===== config.mk =====
export PLATFORM = sky130hd
export DESIGN_NAME = rmii_tx_driver_flat
export DESIGN_NICKNAME = d
export VERILOG_FILES = /design/src/rtl/rmii_tx_driver_if.sv /design/src/rtl/rmii_tx_driver.sv /design/src/flat_wrapper.sv
export SDC_FILE = /design/constraint.sdc
export NUM_CORES = 1
export LEC_CHECK = 0
export ABC_AREA = 1
export CELL_PAD_IN_SITES_DETAIL_PLACEMENT = 1
export CELL_PAD_IN_SITES_GLOBAL_PLACEMENT = 1
export CORE_MARGIN = 5
export CORE_UTILIZATION = 40
export CTS_CLUSTER_SIZE = 25
export DETAILED_ROUTE_END_ITERATION = 16
export MAX_ROUTING_LAYER = met4
export PLACE_DENSITY_LB_ADDON = 0.1
export SYNTH_ARGS = -nofsm -noshare
export SYNTH_HDL_FRONTEND = slang
export SYNTH_SLANG_ARGS = --single-unit

===== constraint.sdc =====
create_clock -name clk -period 4.3 [get_ports clk]
set_input_delay 1.29 -clock clk [delete_from_list [all_inputs] [get_ports clk]]
set_output_delay 1.29 -clock clk [all_outputs]
set_load 0.01 [all_outputs]

===== src/rtl/rmii_tx_driver_if.sv =====
`default_nettype none
// =====================================================================
// rmii_tx_driver_if : payload dibit stream (valid/ready) into the RMII TX driver
// Revision: 1.0
// =====================================================================
interface rmii_tx_driver_if;
    logic [1:0] in;
    logic       in_valid;
    logic       in_last;
    logic       in_ready;

    modport master (
        output in,
        output in_valid,
        output in_last,
        input  in_ready
    );

    modport slave (
        input  in,
        input  in_valid,
        input  in_last,
        output in_ready
    );
endinterface
`default_nettype wire


===== src/rtl/rmii_tx_driver.sv =====
`default_nettype none
// =====================================================================
// rmii_tx_driver : RMII transmit driver - preamble/SFD, payload, IFG.
// Optional CRC-32 FCS append when RMII_TX_FCS_EN is defined.
// Revision: 1.0
// =====================================================================
module rmii_tx_driver #(
    parameter int IFG_DIBITS      = 48,
    parameter int PREAMBLE_DIBITS = 31
) (
    input  logic            clk,
    input  logic            rstn,
    rmii_tx_driver_if.slave tx_if,
    output logic            txen,
    output logic [1:0]      txd,
    output logic            busy,
    output logic            underrun
);
    localparam logic [5:0] C_PRE_LAST = 6'(PREAMBLE_DIBITS);
    localparam logic [5:0] C_IFG_LAST = 6'(IFG_DIBITS - 1);

    typedef enum logic [2:0] {
        ST_IDLE     = 3'd0,
        ST_PREAMBLE = 3'd1,
        ST_DATA     = 3'd2,
`ifdef RMII_TX_FCS_EN
        ST_FCS      = 3'd3,
`endif
        ST_IFG      = 3'd4
    } state_t;

    state_t     state_q, state_d;
    logic [5:0] cnt_q, cnt_d;
    logic       txen_q, txen_d;
    logic [1:0] txd_q, txd_d;
    logic       underrun_q, underrun_d;
    logic       start_frame;

`ifdef RMII_TX_FCS_EN
    localparam logic [31:0] C_CRC_POLY = 32'hEDB88320;
    localparam logic [5:0]  C_FCS_LAST = 6'd15;

    logic [31:0] crc_q, crc_d;

    // Reflected CRC-32, two bits per dibit, d[0] enters first.
    function automatic logic [31:0] crc_dibit(input logic [31:0] c, input logic [1:0] d);
        logic [31:0] r;
        r = c;
        for (int i = 0; i < 2; i++) begin
            r = (r >> 1) ^ (((r[0] ^ d[i]) == 1'b1) ? C_CRC_POLY : 32'd0);
        end
        return r;
    endfunction
`endif

    always_comb begin
        state_d     = state_q;
        cnt_d       = cnt_q;
        txen_d      = txen_q;
        txd_d       = txd_q;
        underrun_d  = 1'b0;
        start_frame = 1'b0;
`ifdef RMII_TX_FCS_EN
        crc_d       = crc_q;
`endif
        case (state_q)
            ST_IDLE: begin
                if (tx_if.in_valid) start_frame = 1'b1;
            end
            ST_PREAMBLE: begin
                if (cnt_q == C_PRE_LAST) begin
                    txd_d   = 2'b11;
                    state_d = ST_DATA;
                end else begin
                    txd_d = 2'b01;
                    cnt_d = cnt_q + 6'd1;
                end
            end
            ST_DATA: begin
                if (tx_if.in_valid) begin
                    txd_d = tx_if.in;
`ifdef RMII_TX_FCS_EN
                    crc_d = crc_dibit(crc_q, tx_if.in);
`endif
                    if (tx_if.in_last) begin
                        cnt_d = 6'd0;
`ifdef RMII_TX_FCS_EN
                        state_d = ST_FCS;
`else
                        state_d = ST_IFG;
`endif
                    end
                end else begin
                    txen_d     = 1'b0;
                    txd_d      = 2'b00;
                    underrun_d = 1'b1;
                    cnt_d      = 6'd0;
                    state_d    = ST_IFG;
                end
            end
`ifdef RMII_TX_FCS_EN
            ST_FCS: begin
                txd_d = ~crc_q[1:0];
                crc_d = {2'b00, crc_q[31:2]};
                cnt_d = cnt_q + 6'd1;
                if (cnt_q == C_FCS_LAST) begin
                    cnt_d   = 6'd0;
                    state_d = ST_IFG;
                end
            end
`endif
            ST_IFG: begin
                // txen still high means the last dibit is on the wire; the gap starts now.
                if (txen_q) begin
                    txen_d = 1'b0;
                    txd_d  = 2'b00;
                    cnt_d  = 6'd0;
                end else if (cnt_q == C_IFG_LAST) begin
                    // A pending frame starts here so txen stays low exactly IFG_DIBITS cycles.
                    if (tx_if.in_valid) start_frame = 1'b1;
                    else                state_d     = ST_IDLE;
                end else begin
                    cnt_d = cnt_q + 6'd1;
                end
            end
            default: begin
                state_d = ST_IDLE;
                txen_d  = 1'b0;
                txd_d   = 2'b00;
                cnt_d   = 6'd0;
            end
        endcase

        if (start_frame) begin
            state_d = ST_PREAMBLE;
            txen_d  = 1'b1;
            txd_d   = 2'b01;
            cnt_d   = 6'd1;
`ifdef RMII_TX_FCS_EN
            crc_d   = '1;
`endif
        end
    end

    always_ff @(posedge clk or negedge rstn) begin
        if (!rstn) begin
            state_q    <= ST_IDLE;
            cnt_q      <= 6'd0;
            txen_q     <= 1'b0;
            txd_q      <= 2'b00;
            underrun_q <= 1'b0;
`ifdef RMII_TX_FCS_EN
            crc_q      <= '1;
`endif
        end else begin
            state_q    <= state_d;
            cnt_q      <= cnt_d;
            txen_q     <= txen_d;
            txd_q      <= txd_d;
            underrun_q <= underrun_d;
`ifdef RMII_TX_FCS_EN
            crc_q      <= crc_d;
`endif
        end
    end

    assign tx_if.in_ready = (state_q == ST_DATA);
    assign txen           = txen_q;
    assign txd            = txd_q;
    assign busy           = (state_q != ST_IDLE);
    assign underrun       = underrun_q;

endmodule
`default_nettype wire

===== src/flat_wrapper.sv =====
// flat-port wrapper written by rule: the top's interface ports become plain ports
module rmii_tx_driver_flat 
#(
    parameter int IFG_DIBITS      = 48,
    parameter int PREAMBLE_DIBITS = 31
)
  (clk, rstn, txen, txd, busy, underrun, tx_if_in, tx_if_in_valid, tx_if_in_last, tx_if_in_ready);
  rmii_tx_driver_if tx_if_i ();
  input  logic clk;
  input  logic rstn;
  output logic txen;
  output logic [1:0] txd;
  output logic busy;
  output logic underrun;
  input wire logic [$bits(tx_if_i.in)-1:0] tx_if_in;
  input wire logic [$bits(tx_if_i.in_valid)-1:0] tx_if_in_valid;
  input wire logic [$bits(tx_if_i.in_last)-1:0] tx_if_in_last;
  output wire logic [$bits(tx_if_i.in_ready)-1:0] tx_if_in_ready;
  assign tx_if_i.in = tx_if_in;
  assign tx_if_i.in_valid = tx_if_in_valid;
  assign tx_if_i.in_last = tx_if_in_last;
  assign tx_if_in_ready = tx_if_i.in_ready;
  rmii_tx_driver #(.IFG_DIBITS(IFG_DIBITS), .PREAMBLE_DIBITS(PREAMBLE_DIBITS)) u_core (.clk(clk), .rstn(rstn), .tx_if(tx_if_i), .txen(txen), .txd(txd), .busy(busy), .underrun(underrun));
endmodule

### After elaboration in Yosys (flattened, before gate mapping)

Cells that the tools add are included.

| storage, ports and cells | value |
|---|---|
| output and inout bits | 6 |
| register bits after elaboration | 13 |

| cells by class | value |
|---|---|
| add/subtract/negate cells | 1 |
| reduce and logical (&&, ||, !) cells | 7 |
| muxes and demuxes | 29 |
| equal/unequal tests | 16 |

Operator list:

| kind | number |
|---|---|
| $mux W6 | 6 |
| $pmux W6 S4 | 1 |
| $mux W3 | 7 |
| $pmux W3 S4 | 1 |
| $ne A3 B1 Y1 const B | 3 |
| $ne A3 B2 Y1 const B | 3 |
| $mux W2 | 4 |
| $pmux W2 S4 | 1 |
| $mux W1 | 7 |
| $add A6 B1 Y6 const B | 1 |
| $eq A6 B5 Y1 const B | 1 |
| $eq A6 B6 Y1 const B | 1 |
| $reduce_and A6 Y1 | 1 |
| $ne A2 B1 Y1 const B | 2 |
| $ne A4 B2 Y1 const B | 1 |
| $ne A4 B3 Y1 const B | 1 |
| $pmux W1 S2 | 2 |
| $reduce_and A2 Y1 | 2 |
| $reduce_and A4 Y1 | 1 |
| $eq A3 B1 Y1 const B | 1 |
| $eq A3 B2 Y1 const B | 1 |
| $eq A3 B3 Y1 const B | 1 |
| $logic_not A3 Y1 | 1 |
| $ne A3 B3 Y1 const B | 1 |
| other kinds (2) | 2 |

### Logic depth before layout (Yosys ltp)

Gate-level depths: netlist of the first run.

| depth | value |
|---|---|
| depth in word-level cells | 6 |
| gate-level depth with buffers | 10 |
| depth with buffers taken out | 10 |

### Worst setup path before layout of the first run

OpenSTA, ideal clock, no wires.

| timing | value |
|---|---|
| path kind | reg-to-output |
| start | reg u_core.state_q[2] |
| end | out tx_if_in_ready |
| setup slack | 2,239 ps |
| data required time | 3,010 ps |
| arrival time | 771 ps |
| stages on the path, launching flop included | 4 |
| buffers on the path | 0 |
| path through | dfrtp_1 nor2_1 nand2_1 inv_1 |

| between the ends | value |
|---|---|
| longest elaborated chain between the ends | 1 |

Ends and longest elaborated chain:

| what | RTL line | RTL |
|---|---|---|
| from (decl) | rmii_tx_driver.sv:32 | `state_t state_q, state_d;` |
| from (signal assigned) | rmii_tx_driver.sv:156 | `state_q <= state_d;` |
| $eq A3 B2 Y1 | rmii_tx_driver.sv:167 | `assign tx_if.in_ready = (state_q == ST_DATA);` |
| to (decl) | flat_wrapper.sv:18 | `output wire logic [$bits(tx_if_i.in_ready)-1:0] tx_if_in_ready;` |

Every way passes these cells.

### Worst setup path in the final report of the first run

Ends and elaborated chain as after synthesis.

==> results of run 1 <==
layer usage:
| layer | GRT usage, % | up-vias |
|---|---|---|
| li1 | - | 433 |
| met1 | 22.16 | 419 |
| met2 | 25.41 | 18 |
| met3 | 3.211 | 4 |
| met4 | 5.085 | 0 |
| met5 | - | - |
per-stage QoR:
| step | setup slack, ps | power [W] | hold WS (ps) | instance area, sq um |
|---|---|---|---|---|
| 2_1_floorplan | 2239 | 0.0003466 | 490.2 | 869.6 |
| 3_3_place_gp | 1652 | 0.0004147 | 498.0 | 1002 |
| 3_5_place_dp | 1642 | 0.0004240 | 514.0 | 1002 |
| 4_1_cts | 1314 | 0.0005067 | 539.6 | 1030 |
| 5_1_grt | 1240 | 0.0005454 | 595.1 | 1030 |
| 6_report | 1325 | 0.0005017 | 526.2 | 1030 |
cells by family (layout without fill, tap and decap cells):
group                    after synthesis  count (layout)  share of synthesized area, %
AO/OA/AOI/OAI                         12              12                         7.627
adder cells (fa/ha/maj)                1               1                         1.439
buffers and inverters                 18              32                         8.922
flip-flops                            13              13                         37.41
AND/OR/NAND/NOR                       82              82                         44.60
Yosys cell counts:
| library cell | number |
|---|---|
| o21bai_1 | 1 |
| nor2_2 | 4 |
| o21ai_1 | 2 |
| nand2_1 | 43 |
| a31oi_1 | 1 |
| a21boi_0 | 1 |
| or2_2 | 1 |
| nand4_1 | 3 |
| ha_1 | 1 |
| nand3_1 | 15 |
| nand2_2 | 3 |
| nor2_1 | 8 |
| inv_1 | 16 |
| nand2_4 | 2 |
| a21oi_1 | 1 |
| dfrtp_1 | 13 |
| buf_6 | 1 |
| o21ai_0 | 6 |
| inv_4 | 1 |
| nand3_2 | 3 |
flip-flops by register name (all words and copies together) (netlist names):
name and count:
u_core.underrun 1, u_core.txen 1, u_core.state_q 3, u_core.txd 2
u_core.cnt_q 6
cell type report:
cell class,count,share of cell area [%]
multi-input combinational,95,45.32
tap,27,3.281
inverter,17,6.440
clock inverter,1,0.4860
clock buffer,3,2.187
timing repair buffer,11,10.69
sequential,13,31.59
final timing paths:
check	from	endpoint	slack, ps	cells after the start
worst max-delay path	u_core.state_q[2]	tx_if_in_ready	1330	4
worst min-delay path	u_core.txd[0]	u_core.txd[0]	530	2
worst max register to register	u_core.cnt_q[0]	u_core.cnt_q[4]	2550	10
worst min register to register	u_core.txd[0]	u_core.txd[0]	530	2
max in group asynchronous	rstn	u_core.cnt_q[1]	2530	1
min in group asynchronous	rstn	u_core.underrun	1380	1
power groups by stage:
stage | clock [W] | combinational [W] | sequential (W)
final | 0.0000794 | 0.000217 | 0.000205
after detailed placement | 0 | 0.000218 | 0.000206
after global placement | 0 | 0.000210 | 0.000205
after CTS | 0.0000826 | 0.000220 | 0.000204
after floorplan | 0 | 0.000150 | 0.000197
after global routing | 0.0000865 | 0.000247 | 0.000212
worst max-delay path, delay by kind of cell (launching register included):
| family | cells | cell delay [ps] |
|---|---|---|
| flip-flops | 1 | 490 |
| AND/OR/NAND/NOR | 2 | 300 |
| buffers and inverters | 2 | 610 |
==> results.sh, run 1 <==
export IMPL_cts_root_buf="clkbuf_4"
export IMPL_worst_slew_pin_slew_ps=603.1
export IMPL_hold_path_class="reg -> reg"
export IMPL_syn_inst=126
export IMPL_final_nets=148
export IMPL_synth_distinct_cells=20
export IMPL_synth_warnings=0
export IMPL_fin_crit_sh_pct=69.18
export IMPL_wl_met2_um=1047
export IMPL_layout_common_cells="43 x nand2_1, 16 x inv_1, 15 x nand3_1"
export IMPL_drc_errors=0
export IMPL_first_pass_iters=4
export IMPL_drtAntennaViolNets=0
export IMPL_comb_power_share_pct=43.3
export IMPL_gp_congestion=0.8175
export IMPL_synth_area_leaders="dfrtp_1 37%, nand2_1 19%, nand3_1 8.6%"
export IMPL_clkPwrFrac_pct=15.8
export IMPL_h_tree_depth=1
export IMPL_multi_input_area_sq_um=466.7
export IMPL_seqCellArea_sq_um=325.3
export IMPL_power_switching_w=0.0002237
export IMPL_drtIter0Drc=17
export IMPL_ir_drop_v=0.0002968
export IMPL_leakage_nw=0.5419
export IMPL_coreArea_sq_mm=0.002022
export IMPL_syn_cell_area_sq_um=869.6
export IMPL_final_cells=167
export IMPL_ys_seq_area_share_pct=37.41
export IMPL_avgSynthCellArea_sq_um=6.901
export IMPL_cts_setup_buffers=0
export IMPL_wl_per_cell_um=14.02
export IMPL_critPathArrivalTime_ps=1680
export IMPL_final_min_clock_period_ps=2975
export IMPL_cp_end_kind="output pin"
export IMPL_postCtsHoldBufs=0
export IMPL_post_cts_resized=0
export IMPL_final_common_cell="nand2_1"
export IMPL_dieArea_sq_mm=0.003206
export IMPL_setup_viol=0
export IMPL_wirelength_met1_um=1182
export IMPL_rsz0062_at_grt="false"
export IMPL_grt_pass1_wl_um=4084
export IMPL_start_kind="flip-flop"
export IMPL_cts_max_path_buffers=2
export IMPL_dp_cells=163
export IMPL_vias=874
export IMPL_n_antenna_cell=0
export IMPL_die_height_um=56.63
export IMPL_grt_ovfl_total=0
export IMPL_wl_um=2341
export IMPL_fill_cells=272
export IMPL_finalSetupTns_ps=0
export IMPL_ys_ff_latch=13
export IMPL_power_density_mw_per_mm2=487.2
export IMPL_finalMaxSlewViolations=0
export IMPL_grt_usage_pct=16.63
export IMPL_p_sw_share_pct=44.60
export IMPL_clk_latency_ps=280
export IMPL_synth_largest_area_cell="dfrtp_1"
export IMPL_dr_max_layer_used="met4"
export IMPL_fp_row_count=16
export IMPL_clock_fmax_ghz=0.3362
export IMPL_timing_slew_headroom_pct=59.66
export IMPL_critPathMaxFanout=7
export IMPL_cp_cell_sequence="nor2_1 -> nand2_1 -> inv_1 -> clkdlybuf4s50_1"
export IMPL_synth_fp_nets=133
export IMPL_p_seq_share_pct=40.9
export IMPL_internal_power_w=0.0002779
export IMPL_antenna_found_initial=0
export IMPL_cts_sinks=13
export IMPL_grt_max_degree=14
export IMPL_initial_core_util_pct=43.01
export IMPL_wl_met3_um=88
export IMPL_numCtsBuffers=3
export IMPL_cap_violations=0
export IMPL_critPathKind="reg -> out"
export IMPL_syn_to_final_growth_pct=18.42
export IMPL_skew_ps=1.809
export IMPL_grt_pass1_vias=915
export IMPL_dp_hpwl_um=1829
export IMPL_status="finished clean"
export IMPL_yosysTopAreaCellShare_pct=37.41
export IMPL_portBuffers=11
export IMPL_slowest_stage="clkdlybuf4s50_1"
export IMPL_path_clk_slew_ps=90
export IMPL_layout_drive_gt1_share_pct=12.86
export IMPL_worstPathRequired_ps=3010
export IMPL_die_x_um=56.63
export IMPL_cts_tree="done"
export IMPL_final_hold_violation_count=0
export IMPL_vias_per_cell=5.234
export IMPL_slowest_delay_ps=530
export IMPL_io_pins=12
export IMPL_post_route_util_pct=50.93
No activity file was read; power rests on OpenSTA's default activity.
==> run 2, diff against run 1 <==
Settings changed: CORE_UTILIZATION 40 to 34.
Clock period 4.3 ns to 2.6 ns, I/O delays scaled along.
==> results.sh, run 2 (synthesis results as in run 1) <==
export IMPL_cp_cell_sequence="nor2_1 -> nand2_1 -> inv_1 -> clkdlybuf4s50_1"
export IMPL_final_nets=148
export IMPL_gr_max_usage_layer="met2"
export IMPL_grt_use_met1_pct=22.70
export IMPL_seqCellArea_sq_um=325.3
export IMPL_top_register="u_core.cnt_q"
export IMPL_wl_um=2345
export IMPL_leakage_nw=0.5391
export IMPL_hold_path_class="reg -> reg"
export IMPL_timing_slew_headroom_pct=58.18
export IMPL_cts_root_buf="clkbuf_4"
export IMPL_ir_drop_v=0.0003664
export IMPL_dieArea_sq_mm=0.003669
export IMPL_skew_ps=5.536
export IMPL_antenna_found_initial=0
export IMPL_multi_input_area_sq_um=466.7
export IMPL_final_min_clock_period_ps=2467
export IMPL_grt_max_degree=14
export IMPL_whs_ps=538.3
export IMPL_reg2reg_from="u_core.cnt_q[0]"
export IMPL_finalSetupTns_ps=0
export IMPL_h_tree_depth=1
export IMPL_drc_errors=0
export IMPL_coreArea_sq_mm=0.002455
export IMPL_first_pass_iters=4
export IMPL_start_kind="flip-flop"
export IMPL_cts_tree="done"
export IMPL_clk_latency_ps=280
export IMPL_crit_start="u_core.state_q[2]"
export IMPL_syn_to_final_growth_pct=18.71
export IMPL_met2_usage_pct=23.82
export IMPL_layout_common_cells="43 x nand2_1, 16 x inv_1, 15 x nand3_1"
export IMPL_initial_core_util_pct=35.42
export IMPL_worstPathRequired_ps=1820
export IMPL_critPathArrivalTime_ps=1690
export IMPL_wl_per_cell_um=13.79
export IMPL_critPathKind="reg -> out"
export IMPL_grt_pass1_vias=880
export IMPL_worst_slew_pin_slew_ps=625.4
export IMPL_critPathMaxFanout=7
export IMPL_die_height_um=60.57
export IMPL_power_density_mw_per_mm2=800.1
export IMPL_numCtsBuffers=3
export IMPL_gp_congestion=0.8541
export IMPL_postCtsHoldBufs=0
export IMPL_cts_max_path_buffers=2
export IMPL_vias=857
export IMPL_cts_setup_buffers=0
export IMPL_path_clk_slew_ps=90
export IMPL_status="finished clean"
export IMPL_final_hold_violation_count=0
export IMPL_slowest_delay_ps=540
export IMPL_drtIter0Drc=21
export IMPL_fin_crit_sh_pct=94.87
export IMPL_slowest_stage="clkdlybuf4s50_1"
export IMPL_grt_ovfl_total=0
export IMPL_die_x_um=60.57
export IMPL_largest_reg_flops=6
export IMPL_setup_viol=0
export IMPL_io_pins=12
export IMPL_cts_sinks=13
export IMPL_fill_cells=325
export IMPL_grt_usage_pct=16.00
export IMPL_layout_drive_gt1_share_pct=12.14
export IMPL_vias_per_cell=5.041
export IMPL_cap_violations=0
export IMPL_n_antenna_cell=0
export IMPL_grt_pass1_wl_um=4271
export IMPL_global_route_usage_met3_pct=2.553
export IMPL_post_cts_resized=0
export IMPL_final_common_cell="nand2_1"
export IMPL_dp_hpwl_um=1800
export IMPL_cp_end_kind="output pin"
export IMPL_fp_row_count=18
export IMPL_portBuffers=11
export IMPL_rsz0062_at_grt="false"
export IMPL_clock_fmax_ghz=0.4054
export IMPL_hp_start="u_core.txd[0]"
export IMPL_finalMaxSlewViolations=0
export IMPL_drtAntennaViolNets=0
run 2: worst max-delay path, delay by kind of cell, from the launching register on:
kind          cells  cell delay [ps]
flops             1              490
simple gates      2              290
buf+inv           2              630
run 2: per-stage QoR:
step	cells	instance area [sq um]	setup WS (ps)	util, %	total power, W
2_1_floorplan	126	869.6	1049	-	0.0005733
3_3_place_gp	166	1006	444.8	40.98	0.0006877
3_5_place_dp	166	1006	452.0	40.98	0.0007022
4_1_cts	170	1032	125.6	42.05	0.0008383
5_1_grt	170	1032	23.93	42.05	0.0009160
6_report	170	1032	133.4	42.05	0.0008259
run 2: area by class of cell:
class                      instances  area share (%)
clock buffer                       4           2.545
inverter                          17           6.424
multi-input combinational         95           45.21
sequential                        13           31.52
tap                               30           3.636
timing repair buffer              11           10.67
run 2: path summary, 6_finish.rpt:
path	to	slack (ps)	cells past startpoint
worst min register to register	u_core.txd[0]	540	2
worst min-delay path	u_core.txd[0]	540	2
min in group asynchronous	u_core.state_q[2]	880	1
worst max register to register	u_core.cnt_q[3]	860	10
max in group asynchronous	u_core.cnt_q[3]	1310	1
worst max-delay path	tx_if_in_ready	130	4
run 2: metal layers:
metal	part of all wire [%]	routed length (um)
met3	3.5	81
met1	48	1136
met2	47	1105
met4	0.94	22
met5	0	0
run 2: where the power goes:
part | total, W | internal (W) | switching, W | leakage, nW
sequential | 0.000340 | 0.000258 | 0.0000814 | 0.159
clock | 0.000133 | 0.0000594 | 0.0000735 | 0.0150
combinational | 0.000353 | 0.000144 | 0.000210 | 0.365
==> run 3, diff against run 2 <==
Settings changed: PLACE_DENSITY from default to 0.78, PLACE_DENSITY_LB_ADDON 0.1 to default.
==> results.sh, run 3 (synthesis results as in run 1) <==
export IMPL_finalMaxSlewViolations=0
export IMPL_worst_slew_pin_slew_ps=613.2
export IMPL_hold_path_class="reg -> reg"
export IMPL_finalSetupTns_ps=0
export IMPL_die_height_um=60.57
export IMPL_coreArea_sq_mm=0.002455
export IMPL_critPathTopFamily="buffers and inverters"
export IMPL_post_cts_resized=0
export IMPL_power_density_mw_per_mm2=801.2
export IMPL_final_nets=148
export IMPL_leakage_nw=0.5391
export IMPL_die_x_um=60.57
export IMPL_first_pass_iters=4
export IMPL_layout_common_cells="43 x nand2_1, 16 x inv_1, 15 x nand3_1"
export IMPL_post_route_util_pct=42.05
export IMPL_gp_congestion=0.8572
export IMPL_global_route_usage_met3_pct=2.553
export IMPL_critPathKind="reg -> out"
export IMPL_critPathMaxFanout=7
export IMPL_cap_violations=0
export IMPL_layout_drive_gt1_share_pct=12.14
export IMPL_grt_use_met1_pct=21.15
export IMPL_cts_tree="done"
export IMPL_postCtsHoldBufs=0
export IMPL_drtAntennaViolNets=0
export IMPL_met2_usage_pct=25.65
export IMPL_grt_pass1_wl_um=4264
export IMPL_setup_viol=0
export IMPL_fp_row_count=18
export IMPL_top_register="u_core.cnt_q"
export IMPL_dp_cells=166
export IMPL_vias_per_cell=5.053
export IMPL_h_tree_depth=1
export IMPL_slowest_delay_ps=530
export IMPL_dp_hpwl_um=1819
export IMPL_syn_to_final_growth_pct=18.71
export IMPL_fin_crit_sh_pct=94.21
export IMPL_slowest_stage="clkdlybuf4s50_1"
export IMPL_rsz0062_at_grt="false"
export IMPL_final_cells=170
export IMPL_portBuffers=11
export IMPL_initial_core_util_pct=35.42
export IMPL_fill_cells=325
export IMPL_grt_max_degree=14
export IMPL_final_min_clock_period_ps=2449
export IMPL_cts_root_buf="clkbuf_4"
export IMPL_final_common_cell="nand2_1"
export IMPL_cp_cell_sequence="nor2_1 -> nand2_1 -> inv_1 -> clkdlybuf4s50_1"
export IMPL_status="finished clean"
export IMPL_final_hold_violation_count=0
export IMPL_wl_um=2331
export IMPL_drc_errors=0
export IMPL_ir_drop_v=0.0004994
export IMPL_skew_ps=12.49
export IMPL_wl_per_cell_um=13.71
export IMPL_grt_usage_pct=16.26
export IMPL_cts_setup_buffers=0
export IMPL_clock_fmax_ghz=0.4082
export IMPL_clk_latency_ps=280
export IMPL_drtIter0Drc=22
export IMPL_n_antenna_cell=0
export IMPL_largest_reg_flops=6
export IMPL_dieArea_sq_mm=0.003669
export IMPL_start_kind="flip-flop"
export IMPL_cp_end_kind="output pin"
export IMPL_path_clk_slew_ps=90
export IMPL_grt_pass1_vias=925
export IMPL_io_pins=12
export IMPL_numCtsBuffers=3
export IMPL_grt_ovfl_total=0
export IMPL_cts_sinks=13
export IMPL_vias=859
export IMPL_antenna_found_initial=0
export IMPL_worstPathRequired_ps=1820
export IMPL_critPathBufInv=2
export IMPL_gr_max_usage_layer="met2"
export IMPL_timing_slew_headroom_pct=58.99
export IMPL_critPathArrivalTime_ps=1670
export IMPL_cts_max_path_buffers=2
[run 3: cell counts in the layout (fill, tap and decap cells not counted)]
Identical to the previous run, type by type.
[run 3: worst paths after layout]
check | start | end | slack [ps] | depth (start not counted)
max in group asynchronous | rstn | u_core.cnt_q[2] | 1320 | 1
max reg2reg | u_core.cnt_q[0] | u_core.cnt_q[0] | 870 | 10
min reg2reg | u_core.txd[0] | u_core.txd[0] | 550 | 2
min in group asynchronous | rstn | u_core.underrun | 870 | 1
min | u_core.txd[0] | u_core.txd[0] | 550 | 2
max | u_core.state_q[2] | tx_if_in_ready | 150 | 4
[run 3: metrics by stage]
stage	power (W)	cell area [sq um]	worst slack, ps	hold WS (ps)
floorplan	0.0005733	869.6	1049	484.4
global placement	0.0006857	1006	462.3	503.3
detailed placement	0.0007007	1006	465.0	538.9
CTS	0.0008379	1032	136.8	559.4
global route	0.0009141	1032	23.30	596.7
finish	0.0008270	1032	150.5	546.4
[run 3: layout make-up]
class / instances / area (sq um) / share of cell area (%)
clock buffer: 4 / 26.28 / 2.545
inverter: 17 / 66.31 / 6.424
multi-input combinational: 95 / 466.7 / 45.21
sequential: 13 / 325.3 / 31.52
tap: 30 / 37.54 / 3.636
timing repair buffer: 11 / 110.1 / 10.67
[run 3: where the power goes]
group	switching (W)	internal, W
registers	0.0000819	0.000258
logic	0.000213	0.000144
clock network	0.0000706	0.0000595
[run 3: tightest hold or removal path, stage by stage, from the launching register on]
cell	delay [ps]
dfrtp_1	350
o21ai_0	100
nand2_1	70
[run 3: layer usage]
metal / up-vias / part of all wire (%)
met5: - / 0
met4: 0 / 1.2
met3: 4 / 1.3
met2: 8 / 48
met1: 415 / 50
li1: 432 / -
